==> src/rtl/pipeline_stall_ctrl.sv <==
// ---------------------------------------------------------------------------
// pipeline_stall_ctrl
//   Sequences stalls, hazard bubbles, memory freezes and branch flushes for the
//   5-stage core. A multi-cycle hazard stall is issued once; a down-counter then
//   drains the remaining bubbles without re-sampling the hazard code.
//
//   state    | meaning
//   ---------+------------------------------------------------------------
//   ST_RUN   | normal issue; stall_req evaluated every cycle
//   ST_STALL | draining bubbles of an accepted hazard; r_cnt = bubbles left
//
// Ports
//   i_clk             core clock
//   i_rst_n           synchronous active-low reset
//   i_stall_req[1:0]  hazard code: 0 none, 1/3 producer in P2, 2 producer in P3
//   i_flush_req       taken branch/jump resolved in EX
//   i_mem_wait        data memory not ready; freezes the whole pipeline
//   i_perf_clr        synchronous clear of o_hazard_cycles
//   o_pc_en           PC load enable
//   o_if_id_en        IF/ID enable
//   o_if_id_flush     IF/ID loads a NOP
//   o_id_ex_en        ID/EX enable
//   o_id_ex_bubble    ID/EX loads a NOP (meaningful with o_id_ex_en=1)
//   o_ex_mem_en       EX/MEM and MEM/WB enables
//   o_busy            high while in ST_STALL
//   o_hazard_cycles   saturating count of hazard-bubble cycles
// ---------------------------------------------------------------------------
module pipeline_stall_ctrl #(
  parameter int P2_BUBBLES = 2,
  parameter int P3_BUBBLES = 1,
  parameter int PERF_W     = 16
) (
  input  logic              i_clk,
  input  logic              i_rst_n,
  input  logic [1:0]        i_stall_req,
  input  logic              i_flush_req,
  input  logic              i_mem_wait,
  input  logic              i_perf_clr,
  output logic              o_pc_en,
  output logic              o_if_id_en,
  output logic              o_if_id_flush,
  output logic              o_id_ex_en,
  output logic              o_id_ex_bubble,
  output logic              o_ex_mem_en,
  output logic              o_busy,
  output logic [PERF_W-1:0] o_hazard_cycles
);

  // The bubble counter is 3 bits wide, so only 1..7 bubbles are representable.
  if (P2_BUBBLES < 1 || P2_BUBBLES > 7) begin : g_bad_p2
    $error("pipeline_stall_ctrl: P2_BUBBLES must be in 1..7");
  end
  if (P3_BUBBLES < 1 || P3_BUBBLES > 7) begin : g_bad_p3
    $error("pipeline_stall_ctrl: P3_BUBBLES must be in 1..7");
  end
  if (PERF_W < 1) begin : g_bad_pw
    $error("pipeline_stall_ctrl: PERF_W must be at least 1");
  end

  localparam logic [2:0] N_P2 = 3'(P2_BUBBLES);
  localparam logic [2:0] N_P3 = 3'(P3_BUBBLES);

  typedef enum logic {
    ST_RUN   = 1'b0,
    ST_STALL = 1'b1
  } state_t;

  state_t              r_st;
  state_t              w_st_nxt;
  logic [2:0]          r_cnt;
  logic [2:0]          w_cnt_nxt;
  logic [PERF_W-1:0]   r_hazard_cycles;

  logic [2:0]          w_n;
  logic                w_hazard;
  logic                w_bubble_cycle;

  // Code 3 is folded onto the P2 case.
  assign w_n      = (i_stall_req == 2'd2) ? N_P3 : N_P2;
  assign w_hazard = (i_stall_req != 2'd0);

  // A hazard bubble only happens when neither freeze nor flush overrides it.
  assign w_bubble_cycle = !i_mem_wait && !i_flush_req &&
                          ((r_st == ST_STALL) || w_hazard);

  // State register
  always_ff @(posedge i_clk) begin
    if (!i_rst_n) begin
      r_st  <= ST_RUN;
      r_cnt <= 3'd0;
    end else begin
      r_st  <= w_st_nxt;
      r_cnt <= w_cnt_nxt;
    end
  end

  // Next-state logic
  always_comb begin
    w_st_nxt  = r_st;
    w_cnt_nxt = r_cnt;
    if (i_mem_wait) begin
      w_st_nxt  = r_st;
      w_cnt_nxt = r_cnt;
    end else if (i_flush_req) begin
      w_st_nxt  = ST_RUN;
      w_cnt_nxt = 3'd0;
    end else begin
      case (r_st)
        ST_RUN: begin
          // The current cycle is already the first bubble, so N-1 remain.
          if (w_hazard && (w_n > 3'd1)) begin
            w_st_nxt  = ST_STALL;
            w_cnt_nxt = w_n - 3'd1;
          end
        end
        ST_STALL: begin
          w_cnt_nxt = r_cnt - 3'd1;
          if (r_cnt == 3'd1) begin
            w_st_nxt = ST_RUN;
          end
        end
        default: begin
          w_st_nxt  = ST_RUN;
          w_cnt_nxt = 3'd0;
        end
      endcase
    end
  end

  // Output decode (combinational so a new hazard stalls in the detecting cycle)
  always_comb begin
    o_pc_en        = 1'b1;
    o_if_id_en     = 1'b1;
    o_if_id_flush  = 1'b0;
    o_id_ex_en     = 1'b1;
    o_id_ex_bubble = 1'b0;
    o_ex_mem_en    = 1'b1;
    o_busy         = (r_st == ST_STALL);
    if (!i_rst_n) begin
      o_pc_en        = 1'b0;
      o_if_id_en     = 1'b0;
      o_if_id_flush  = 1'b1;
      o_id_ex_en     = 1'b0;
      o_id_ex_bubble = 1'b1;
      o_ex_mem_en    = 1'b0;
      o_busy         = 1'b0;
    end else if (i_mem_wait) begin
      o_pc_en        = 1'b0;
      o_if_id_en     = 1'b0;
      o_id_ex_en     = 1'b0;
      o_ex_mem_en    = 1'b0;
    end else if (i_flush_req) begin
      o_if_id_flush  = 1'b1;
      o_id_ex_bubble = 1'b1;
    end else if ((r_st == ST_STALL) || w_hazard) begin
      o_pc_en        = 1'b0;
      o_if_id_en     = 1'b0;
      o_id_ex_bubble = 1'b1;
    end
  end

  // Hazard performance counter; clear beats increment, saturates at all-ones.
  always_ff @(posedge i_clk) begin
    if (!i_rst_n) begin
      r_hazard_cycles <= '0;
    end else if (i_perf_clr) begin
      r_hazard_cycles <= '0;
    end else if (w_bubble_cycle && (r_hazard_cycles != {PERF_W{1'b1}})) begin
      r_hazard_cycles <= r_hazard_cycles + 1'b1;
    end
  end

  assign o_hazard_cycles = r_hazard_cycles;

endmodule
==> config.mk <==
export PLATFORM = sky130hd
export DESIGN_NAME = pipeline_stall_ctrl
export DESIGN_NICKNAME = d
export VERILOG_FILES = /design/src/rtl/pipeline_stall_ctrl.sv
export SDC_FILE = /design/constraint.sdc
export NUM_CORES = 1
export LEC_CHECK = 0
export BUFFER_PORTS_ARGS = -buffer_cell sky130_fd_sc_hd__buf_2
export CAP_MARGIN = 25
export CORE_MARGIN = 5
export CORE_UTILIZATION = 55
export CTS_BUF_LIST = sky130_fd_sc_hd__clkbuf_16
export CTS_CLUSTER_SIZE = 8
export DETAILED_ROUTE_END_ITERATION = 7
export PLACE_DENSITY_LB_ADDON = 0.15
export SYNTH_ARGS = -nofsm -noshare
export SYNTH_HDL_FRONTEND = slang
export SYNTH_SLANG_ARGS = --single-unit
==> constraint.sdc <==
create_clock -name i_clk -period 3 [get_ports i_clk]
set_input_delay 0.6 -clock i_clk [delete_from_list [all_inputs] [get_ports i_clk]]
set_output_delay 0.6 -clock i_clk [all_outputs]
set_load 0.01 [all_outputs]
### After elaboration in Yosys (flattened, before gate mapping)

Index checks and enable logic that the tools add are counted.

* register bits: 20
* input port bits: 7
* output and inout port bits: 23
* word-level logic and storage cells: 46

* $add $sub $neg: 3
* magnitude comparators: 1
* eq/ne operators: 4
* mux-type cells: 22
* bitwise operators: 3
* reductions and logical operators: 10

Operator list (number)
* two-way mux 1 bit: 17
* adder 16 x 1 -> 16 bit (second input constant): 1
* inequality test 16 bit (second input constant): 1
* two-way mux 3 bit: 2
* one-hot mux 3 bit (2 select lines): 1
* logical AND 1 bit: 4
* equality test 3 x 1 -> 1 bit (second input constant): 1
* inequality test 3 bit (second input constant): 1
* inverter 1 bit: 3
* subtractor 2 x 1 -> 3 bit (second input constant): 1
* subtractor 3 x 1 -> 3 bit (second input constant): 1
* equality test 2 bit (second input constant): 1
* > comparator 2 x 1 -> 1 bit (second input constant): 1
* logical NOT 1 bit: 2
* two-way mux 2 bit: 1
* one-hot mux 1 bit (2 select lines): 1
* AND reduction 2 bit: 1
* nonzero test 2 bit: 1
* OR reduction 2 bit: 1
* logical OR 1 bit: 1

### Depth between registers and ports, before layout

Gate-level depths: netlist (run 1).

* word-level depth: 7
* gate-level depth with buffers: 6
* gate-level depth less buffers: 5

### Worst setup path after synthesis (run 1)

No wires, ideal clock.

* path kind: input -> output
* start point: in i_stall_req[1]
* end point: out o_pc_en
* arrival time: 1.667 ns
* required time: 2.400 ns
* path slack: 0.733 ns
* stages on the path: 3
* buffers on the path: 1
* cell sequence: or3_2 > a21boi_0 > buf_4

* longest elaborated chain between the ends: 6

Ends and longest elaborated chain
* start: declaration: RTL line 35 `input logic [1:0] i_stall_req,`
* nonzero test 2 bit: RTL line 80 `assign w_hazard = (i_stall_req != 2'd0);`
* logical OR 1 bit: RTL line 155 `end else if ((r_st == ST_STALL) || w_hazard) begin`
* two-way mux 1 bit (4 in a row)
* end: declaration: RTL line 39 `output logic o_pc_en,`

Every way passes these cells.

### Worst setup path in the final report (run 1)

* start point: in i_stall_req[1]
* end point: out o_pc_en

* longest elaborated chain between the ends: 6

Ends and longest elaborated chain
* nonzero test 2 bit: RTL line 80
* logical OR 1 bit: RTL line 155
* two-way mux 1 bit: RTL line 155
* two-way mux 1 bit: RTL line 152 `end else if (i_flush_req) begin`
* two-way mux 1 bit: RTL line 147 `end else if (i_mem_wait) begin`
* two-way mux 1 bit: RTL line 139 `if (!i_rst_n) begin`

Every way passes these cells.

==> results of run 1 <==
[synth_stat cells, types with 3 or more instances]
cell      number
inv_1          6
nor3_1         3
nor2_1         6
a21boi_0       3
o21ai_0        8
ha_1           3
and3_1         3
a21oi_1       15
nand3_1        7
o31ai_1        8
nand4_1        6
or4_1          7
dfxtp_1       20
nand2_1        8
[per-layer routing]
metal | up-vias | track usage (%)
met5 | - | 0
met4 | 0 | 6.44
met3 | 5 | 4.18
met2 | 25 | 31.4
met1 | 550 | 20.9
li1 | 584 | -
[stage by stage]
stage               utilization, %  hold slack [ps]
global route                  68.8              547
detailed placement            65.0              502
floorplan                        -              467
CTS                           68.8              510
global placement              65.0              483
finish                        68.8              504
[final timing paths]
kind / from / end / slack (ps) / cells past startpoint
min: r_cnt[1]$_SDFFE_PN0P_ / r_cnt[1]$_SDFFE_PN0P_ / 500 / 2
max reg2reg: o_hazard_cycles[0]$_SDFFE_PP0P_ / o_hazard_cycles[11]$_SDFFE_PP0P_ / 1190 / 5
min reg2reg: r_cnt[1]$_SDFFE_PN0P_ / r_cnt[1]$_SDFFE_PN0P_ / 500 / 2
max: i_stall_req[1] / o_pc_en / 810 / 4
[layout make-up]
class | instances | area share (%)
multi-input cells | 107 | 50.3
flip-flops and latches | 20 | 29.4
repair buffers | 29 | 10.7
inverters | 6 | 1.65
well taps | 27 | 2.48
clock buffers | 3 | 5.51
[power by group]
group          total, mW  internal, mW  leakage (nW)  switching, mW
logic             0.0484        0.0184         0.360         0.0300
clock network      0.267         0.176        0.0370         0.0914
registers          0.273         0.270         0.162        0.00330
total              0.588         0.464         0.558          0.125
[kinds of logic (layout without fill, tap and decap cells)]
family / Yosys count / in the layout / share of synthesized area, %
xor gates and xnor gates: 1 / 1 / 0.755
AOI/OAI and AO/OA: 41 / 41 / 21.9
adders and majority gates: 3 / 3 / 3.24
buffers and inverters: 13 / 38 / 6.36
muxes: 1 / 1 / 0.863
and+or+nand+nor: 61 / 61 / 32.4
DFF: 20 / 20 / 34.5
[critical path, stage by stage]
cell,delay [ps]
buf_2,100
or3_2,500
a21boi_0,230
buf_2,170
[state kept, by name (all words and copies together) (netlist names)]
signal and count:
o_hazard_cycles 16, r_cnt 3, r_st 1
==> impl_results.md, run 1 <==
* PD cells at 432 nW/µm²
* CTS tree: yes
* Die area at between 3000 and 4000 µm²
* CTS Buffer Depth at 2
* Worst slew margin at between 60% and 70%
* I/O pins at 30
* Share of layout cells above drive strength 1 at roughly 25%
* Total number of H-tree levels at 1
* Most frequent cells in the layout: 29 x buf_2, 20 x dfxtp_1, 15 x a21oi_1
* Design Power at about 0.6 mW
* Arrival @ worst endpoint at about 1600 ps
* Worst IR Drop VDD at ~0.34 mV
* Crit path required time at between 2000 and 2500 ps
* Placed Instances at 189
* Cells after Synth at 140
* Highest Clock Rate at about 460 MHz
* Netlist cell types at 41
* Gpl congestion at approximately 0.76
* Crit path capture type: output port
* Crit Path Class: input pin to output port
* Placed inst area at 1290 µm²
* Register area at approximately 400 µm²
* Post-Route WL at approximately 2700 µm
* Metal2 WL at 1360 µm
* Via/cell ratio at between 6 and 7
* Core area at 1980 µm²
* Pleak at roughly 0.56 nW
* Met3 routed WL at between 100 and 150 µm
* Worst Skew at just under 3 ps
* Fin worst setup slack at 808 ps
* Mapped Area at roughly 1200 µm²
* Top Layer Used: met4
* Worst-path clk slew at approximately 50 ps
* Worst Setup Start Kind: input pin
* Synth Flop Type: dfxtp_1
* Wire length on met1 at around 1200 µm
* Fin Setup TNS at 0 ps
* Status: finished, final reports clean
* Postcts setup bufs at 0
* Global-route wire length before repair at around 4600 µm
* Initial Utilization at just under 60%
* HP Class: flop to flop
* Die Height at roughly 56 µm
* Largest net degree at the start of global routing at 15
* Seq/Total Area, Yosys at roughly 35%
* Number of synthesized register bits at 20
* Setup slack at placement at between 800 and 900 ps
* DRT Pass-1 Iters at 4
* # resized after CTS at 0
* Max_cap viols at 0
* Fin. max-slew vios at 0
* Dpl hpwl at roughly 2000 µm
* Commonest non-fill, non-tap cell in the layout: buf_2
* Ant. Diodes at 0
* CTS Sinks at 20
* YS warnings at 0
* Final Non-Filler Cells at 192
* RSZ-0062 raised after global routing: false
* Number of synthesized flops with an enable pin at 0
* Initial antenna violation count at 0
* Drc violations at 0
* Final setup violation count at 0
* Fin area at approximately 1400 µm²
* Nets at ~180
* Latest clock arrival within the worst-skew pair at about 250 ps
* Root Driver: clkbuf_16
* Wire length per cell at ~14 µm
* Worst-Margin Slew at roughly 580 ps
* Overall Global Routing Usage at between 15 and 20%
* Detail Route Antenna Nets at 0
* Fillers at about 160
* Final worst path period share at between 70% and 80%
* Final hold vios at 0
* Row cnt at 16
* Port buffer count at 29
* Multi-input gate area at slightly below 700 µm²
* Total CTS buffers at 3
* Initial DRC count at 30
* Syn_area_per_cell at 8.28 µm²
* Post-route minimum period at around 2200 ps
* Die width at 55.9 µm
* Share of the synthesized area in the top cell type at between 30% and 40%
* Overflow left after global routing at 0
* Crit Path Max Fanout at 4
* Fraction of registers with async set/reset at 0%
* Area Growth Syn to Fin at 17.5%
* Synth area leaders: dfxtp_1 35%, a21oi_1 6.5%, o31ai_1 5.2%
* Syn_nets at 150
* Vias at 1164
* CTS Hold Buffers Added at 0
* Synth area leader: dfxtp_1
* Number of global-route vias before repair at 1075
No activity file was read; power rests on OpenSTA's default activity.
==> inputs of run 2 (changes only) <==
--- a/config.mk
+++ b/config.mk
@@ -5,10 +5,11 @@
 export SDC_FILE = /design/constraint.sdc
 export NUM_CORES = 1
 export LEC_CHECK = 0
+export ABC_AREA = 1
 export BUFFER_PORTS_ARGS = -buffer_cell sky130_fd_sc_hd__buf_2
 export CAP_MARGIN = 25
 export CORE_MARGIN = 5
-export CORE_UTILIZATION = 55
+export CORE_UTILIZATION = 47
 export CTS_BUF_LIST = sky130_fd_sc_hd__clkbuf_16
 export CTS_CLUSTER_SIZE = 8
 export DETAILED_ROUTE_END_ITERATION = 7
==> constraint.sdc (replaced) <==
create_clock -name i_clk -period 2 [get_ports i_clk]
set_input_delay 0.4 -clock i_clk [delete_from_list [all_inputs] [get_ports i_clk]]
set_output_delay 0.4 -clock i_clk [all_outputs]
set_load 0.01 [all_outputs]
==> run 2 against run 1 <==
Global-route usage grew 0.91 points. Utilization shrank 9.8 points. Highest routed layer unchanged. Cell area grew 7.2%. Clock-buffer cell count is the same. Total power grew 54%.
==> impl_results.md, run 2 <==
* Detail Route Antenna Nets at 0 (unchanged)
* Worst-Margin Slew at 435 ps (was 584 ps)
* Count leader, synth: nand2_1 (was dfxtp_1)
* WP buf/inv at 2 (unchanged)
* # resized after CTS at 0 (unchanged)
* Crit path required time at 1600 ps (was 2400 ps)
* Post-synthesis mux area share at 0% (was 0.863%)
* Worst-path cell chain: nor2_1 -> inv_1 -> o21ai_1 -> o211ai_1 -> buf_2 (was buf_2 -> or3_2 -> a21boi_0 -> buf_2)
* I/O pins at 30 (unchanged)
* Overflow left after global routing at 0 (unchanged)
* CTS Buffer Depth at 2 (unchanged)
* Top delay family on crit path: compound AO/OA/AOI/OAI gates (was simple AND/OR/NAND/NOR gates)
* Total CTS buffers at 3 (unchanged)
* Drc violations at 0 (unchanged)
* Nets at 232 (was 177)
* Row cnt at 18 (was 16)
* Arrival @ worst endpoint at 1450 ps (was 1590 ps)
* Initial DRC count at 49 (was 30)
* Worst-path clk slew at 60 ps (was 50 ps)
* Post-synthesis adder-cell area fraction at 3.06% (was 3.24%)
* Area Growth Syn to Fin at 19.2% (was 17.5%)
* Total number of H-tree levels at 1 (unchanged)
* Setup slack at placement at 318 ps (was 801 ps)
* Worst Skew at 2.46 ps (was 2.90 ps)
* Synth area leaders: dfxtp_1 33%, nand2_1 14%, nor2_1 13% (was dfxtp_1 35%, a21oi_1 6.5%, o31ai_1 5.2%)
* Max reg flops at 16 (unchanged)
* Number of synthesized register bits at 20 (unchanged)
* Crit Path Class: flop to output port (was input pin to output port)
* CTS Sinks at 20 (unchanged)
* Largest net degree at the start of global routing at 16 (was 15)
* CTS tree: yes (unchanged)
* Die Height at 61.1 µm (was 55.9 µm)
* WHS at 443 ps (was 504 ps)
* Final core occ at 58.9% (was 68.8%)
* Share of the synthesized area in the top cell type at 32.7% (was 34.5%)
* Via/cell ratio at 5.18 (was 6.06)
* Fin. max-slew vios at 0 (unchanged)
* Number of global-route vias before repair at 1338 (was 1075)
* Initial Utilization at 49.4% (was 58.5%)
* Fraction of registers with async set/reset at 0% (unchanged)
* Max_cap viols at 0 (unchanged)
* Final setup violation count at 0 (unchanged)
* Final hold vios at 0 (unchanged)
* Pleak at 0.622 nW (was 0.558 nW)
* Overall Global Routing Usage at 18.7% (was 17.8%)
* Latest clock arrival within the worst-skew pair at 250 ps (about the same)
* Commonest non-fill, non-tap cell in the layout: nand2_1 (was buf_2)
* Final worst path period share at 92.4%
* Mapped Area at 1220 µm² (was 1160 µm²)
* Core area at 2480 µm² (was 1980 µm²)
* Port buffer count at 29 (unchanged)
* Global-route wire length before repair at 5380 µm (was 4620 µm)
* Highest Clock Rate at between 500 and 600 MHz
* Seq/Total Area, Yosys at 32.7% (was 34.5%)
* Largest family of logic cells by synthesized area: simple AND/OR/NAND/NOR gates (unchanged)
* YS warnings at 0 (unchanged)
* DRT Pass-1 Iters at 4 (unchanged)
* Synth cell count leaders: 46 x nand2_1, 43 x nor2_1, 20 x dfxtp_1, 19 x inv_1, 14 x a21oi_1 (was 20 x dfxtp_1, 15 x a21oi_1, 8 x nand2_1, 8 x o21ai_0, 8 x o31ai_1)
* RSZ-0062 raised after global routing: false (unchanged)
* Gpl congestion at 0.933 (was 0.759)
* Simple-gate share of the synthesized area at 39.9% (was 32.4%)
* Root Driver: clkbuf_16 (unchanged)
* Crit path capture type: output port (unchanged)
* XOR/XNOR Fraction of Synth Area at 2.86% (was 0.755%)
* Postcts setup bufs at 0 (unchanged)
* Vias at 1300 (was 1164)
* Compound-Gate Fraction of Synth Area at 12.6% (was 21.9%)
* Number of synthesized flops with an enable pin at 0 (unchanged)
* Initial antenna violation count at 0 (unchanged)
* Cells after Synth at 191 (was 140)
* Dpl hpwl at 2310 µm (was 2000 µm)
* Die width at 61.1 µm (was 55.9 µm)
* Netlist cell types at 26 (was 41)
* Post-Route WL at 3020 µm (was 2750 µm)
* Synth Flop Type: dfxtp_1 (unchanged)
* Fin Setup TNS at 0 ps (unchanged)
* CP max-delay cell: dfxtp_1 (was or3_2)
* Crit path largest cell delay at 350 ps (was 500 ps)
* Worst IR Drop VDD at 0.575 mV (was 0.336 mV)
* Post-route minimum period at 1850 ps
* Die area at 3730 µm² (was 3130 µm²)
* Syn_area_per_cell at 6.41 µm² (was 8.28 µm²)
* Wire length per cell at 12.0 µm (was 14.3 µm)
* Worst slew margin at 70.9% (was 61.1%)
* Ant. Diodes at 0 (unchanged)
* Worst Setup Start Kind: flop (was input pin)
* Synth area leader: dfxtp_1 (unchanged)
* HP Class: input pin to flop (was flop to flop)
* CTS Hold Buffers Added at 0 (unchanged)
* PD cells at 620 nW/µm² (was 432 nW/µm²)
* Crit Path Max Fanout at 5 (was 4)
* Share of layout cells above drive strength 1 at 19.5% (was 25.5%)
* Status: finished, final reports clean (unchanged)
* Fin worst setup slack at 152 ps (was 808 ps)
* Most frequent cells in the layout: 46 x nand2_1, 43 x nor2_1, 29 x buf_2 (was 29 x buf_2, 20 x dfxtp_1, 15 x a21oi_1)
* Syn_nets at 201 (was 150)
## run 2: changes by cell type in the layout (fill, tap and decap cells not counted), sizes merged, moves of 4 or more
cell and delta:
and3 -4, and4 -4, inv +14, nand2 +40, nand3 +7, nand4 -4, nor2 +39, o31ai -8
or4 -7
## run 2: layer usage
metal | vias up | track usage, % | routed length (µm)
met4 | 0 | 7.74 | 55
met5 | - | 0 | 0
met2 | 40 | 33.4 | 1500
met1 | 583 | 21.6 | 1300
li1 | 671 | - | -
met3 | 6 | 3.98 | 155
## run 2: layout make-up
class                           count  area [µm²]
Multi-Input combinational cell    147         716
Tap cell                           30        37.5
Sequential cell                    20         400
Clock inverter                      1        3.75
Timing Repair Buffer               30         153
Fill cell                         252        1020
Inverter                           20        75.1
Clock buffer                        3        75.1
## run 2: through the flow
| stage | power (mW) | cells | instance area [µm²] |
|---|---|---|---|
| after floorplan | 0.473 | 191 | 1220 |
| after global placement | 0.498 | 247 | 1380 |
| after detailed placement | 0.502 | 247 | 1380 |
| after CTS | 0.913 | 251 | 1460 |
| after global routing | 0.942 | 251 | 1460 |
| final | 0.905 | 251 | 1460 |
## run 2: worst paths after layout
check	start	endpoint	slack, ps	cells past startpoint
worst max-delay path	r_st$_SDFFE_PN0N_	o_id_ex_bubble	150	5
worst min-delay path	i_rst_n	r_cnt[1]$_SDFFE_PN0P_	440	3
worst max register to register	o_hazard_cycles[0]$_SDFFE_PP0P_	o_hazard_cycles[14]$_SDFFE_PP0P_	480	8
worst min register to register	r_cnt[1]$_SDFFE_PN0P_	r_cnt[1]$_SDFFE_PN0P_	490	2
## run 2: report_power, final
group	total, mW	internal [mW]	switching (mW)	leakage [nW]
sequential	0.411	0.405	0.00582	0.162
clock	0.412	0.266	0.146	0.0385
combinational	0.0825	0.0287	0.0538	0.422
total	0.905	0.700	0.205	0.622
## run 2: kinds of logic after synthesis
logic type,count (synthesis)
buffers and inverters,24
AOI/OAI and AO/OA,28
and+or+nand+nor,112
xor gates and xnor gates,4
DFF,20
adders and majority gates,3
## run 2: worst reg2reg max path, stage by stage, from the launching register on
cell and delay (ps):
dfxtp_1 380, ha_1 190, inv_1 60, nor2_1 130, nand2_2 120, nor2_4 150, nand2_4 140, a21oi_1 180
nor2_1 60
==> inputs of run 3 (changes only) <==
--- a/config.mk
+++ b/config.mk
@@ -14,6 +14,7 @@
 export CTS_CLUSTER_SIZE = 8
 export DETAILED_ROUTE_END_ITERATION = 7
 export PLACE_DENSITY_LB_ADDON = 0.15
+export RECOVER_POWER = 50
 export SYNTH_ARGS = -nofsm -noshare
 export SYNTH_HDL_FRONTEND = slang
 export SYNTH_SLANG_ARGS = --single-unit
==> run 3 against run 2 <==
Fmax decreased by 0.18%. Total power decreased by 0.14%. Critical path depth unchanged. Worst setup slack got worse by 3.3 ps. Sequential power about the same.
==> impl_results.md, run 3 (synthesized netlist as in run 2, its figures left out) <==
* Post-Route WL at 3020 µm (about the same)
* Via/cell ratio at 5.16 (was 5.18)
* Final core occ at 58.0% (was 58.9%)
* Crit path capture type: output port (unchanged)
* Crit path required time at 1600 ps (about the same)
* Worst Skew at 3.54 ps (was 2.46 ps)
* I/O pins at 30 (unchanged)
* Comb power frac at 9.0% (was 9.1%)
* Drc violations at 0 (unchanged)
* Ant. Diodes at 0 (unchanged)
* Share of layout cells above drive strength 1 at 10.9% (was 19.5%)
* Worst-Margin Slew at 425 ps (was 435 ps)
* Core area at 2480 µm² (unchanged)
* Nets at 232 (unchanged)
* Top delay family on crit path: compound AO/OA/AOI/OAI gates (unchanged)
* Worst Setup Start Kind: flop (unchanged)
* DRT Pass-1 Iters at 4 (unchanged)
* Overflow left after global routing at 0 (unchanged)
* Initial Utilization at 49.4% (unchanged)
* Final worst path period share at 92.6% (was 92.4%)
* Placed Instances at 247 (unchanged)
* Number of global-route vias before repair at 1338 (unchanged)
* Root Driver: clkbuf_16 (unchanged)
* Commonest non-fill, non-tap cell in the layout: nand2_1 (unchanged)
* Sw Share at 22.7% (about the same)
* CP max-delay cell: dfxtp_1 (unchanged)
* CTS Hold Buffers Added at 0 (unchanged)
* Max reg flops at 16 (unchanged)
* Total number of H-tree levels at 1 (unchanged)
* Total CTS buffers at 3 (unchanged)
* Crit Path Class: flop to output port (unchanged)
* Port buffer count at 29 (unchanged)
* WP buf/inv at 2 (unchanged)
* Sequential share of power at 45.5% (was 45.4%)
* Worst IR Drop VDD at 0.578 mV (was 0.575 mV)
* Initial DRC count at 53 (was 49)
* Area Growth Syn to Fin at 17.3% (was 19.2%)
* Design Power at 0.904 mW (was 0.905 mW)
* Psw at 0.205 mW (about the same)
* Status: finished, final reports clean (unchanged)
* Die Height at 61.1 µm (unchanged)
* Final Non-Filler Cells at 251 (unchanged)
* Row cnt at 18 (unchanged)
* Arrival @ worst endpoint at 1450 ps (about the same)
* PD cells at 629 nW/µm² (was 620 nW/µm²)
* Global-route wire length before repair at 5380 µm (unchanged)
* Largest net degree at the start of global routing at 16 (unchanged)
* Gpl congestion at 0.933 (unchanged)
* Setup slack at placement at 318 ps (unchanged)
* Most frequent cells in the layout: 46 x nand2_1, 43 x nor2_1, 20 x dfxtp_1 (was 46 x nand2_1, 43 x nor2_1, 29 x buf_2)
* Dpl hpwl at 2310 µm (unchanged)
* Int Pwr at 0.699 mW (was 0.700 mW)
* Fin Setup TNS at 0 ps (unchanged)
* Die area at 3730 µm² (unchanged)
* Final setup violation count at 0 (unchanged)
* Final hold vios at 0 (unchanged)
* Latest clock arrival within the worst-skew pair at 250 ps (about the same)
* Worst-path cell chain: nor2_1 -> inv_1 -> o21ai_1 -> o211ai_1 -> buf_2 (unchanged)
* CTS tree: yes (unchanged)
* CTS Buffer Depth at 2 (unchanged)
* Worst-path clk slew at 60 ps (about the same)
* Crit Path Max Fanout at 5 (unchanged)
* Fin. max-slew vios at 0 (unchanged)
* RSZ-0062 raised after global routing: false (unchanged)
* Die width at 61.1 µm (unchanged)
* Overall Global Routing Usage at 18.7% (unchanged)
* Detail Route Antenna Nets at 0 (unchanged)
* HP Class: input pin to flop (unchanged)
* Postcts setup bufs at 0 (unchanged)
* Pleak at 0.542 nW (was 0.622 nW)
* Worst slew margin at 71.6% (was 70.9%)
* Wire length per cell at 12.0 µm (about the same)
* Max_cap viols at 0 (unchanged)
* # resized after CTS at 0 (unchanged)
* Crit path largest cell delay at 350 ps (about the same)
* CTS Sinks at 20 (unchanged)
* Post-route minimum period at 1850 ps (about the same)
* Fin worst setup slack at 148 ps (was 152 ps)
* Vias at 1296 (was 1300)
* Highest Clock Rate at 540 MHz (was 541 MHz)
* Clock share of power at 45.6% (was 45.5%)
* Initial antenna violation count at 0 (unchanged)
[run 3: cell count changes in the layout (fill, tap and decap cells not counted), sizes merged]
cell    delta
buf       -19
clkbuf    +19
[run 3: power groups by stage]
stage	Combinational [mW]	Sequential (mW)	Clock (mW)
finish	0.0810	0.411	0.412
global route	0.0922	0.412	0.437
CTS	0.0825	0.411	0.420
detailed placement	0.0823	0.419	0
global placement	0.0791	0.419	0
floorplan	0.0537	0.420	0
[run 3: through the flow]
step / hold WS, ps / instance area (µm²)
global placement: 485 / 1380
detailed placement: 486 / 1380
global route: 469 / 1440
finish: 444 / 1440
floorplan: 456 / 1220
CTS: 442 / 1460
[run 3: layer usage]
layer  up-vias  track usage (%)  wire, µm  part of all wire, %
met1       577             21.6      1300                   43
met4         0             7.74        55                  1.8
met5         -                0         0                    0
li1        670                -         -                    -
met2        43             33.4      1500                   50
met3         6             3.98       164                  5.4
[run 3: final cells by class]
class	instances	area, µm²
flip-flops and latches	20	400
inverters	20	75.1
repair buffers	30	129
fillers	266	1040
well taps	30	37.5
clock inverters	1	3.75
clock buffers	3	75.1
multi-input cells	147	716
[run 3: worst paths after layout]
check | from | to | slack [ps] | depth (start not counted)
min reg2reg | r_cnt[1]$_SDFFE_PN0P_ | r_cnt[1]$_SDFFE_PN0P_ | 490 | 2
max reg2reg | o_hazard_cycles[0]$_SDFFE_PP0P_ | o_hazard_cycles[14]$_SDFFE_PP0P_ | 480 | 8
max | r_st$_SDFFE_PN0N_ | o_id_ex_bubble | 150 | 5
min | i_rst_n | r_cnt[1]$_SDFFE_PN0P_ | 440 | 3
[run 3: tightest hold or removal path, cell delays in order]
cell and delay, ps:
buf_2 130, o21ai_0 70, a21oi_1 40
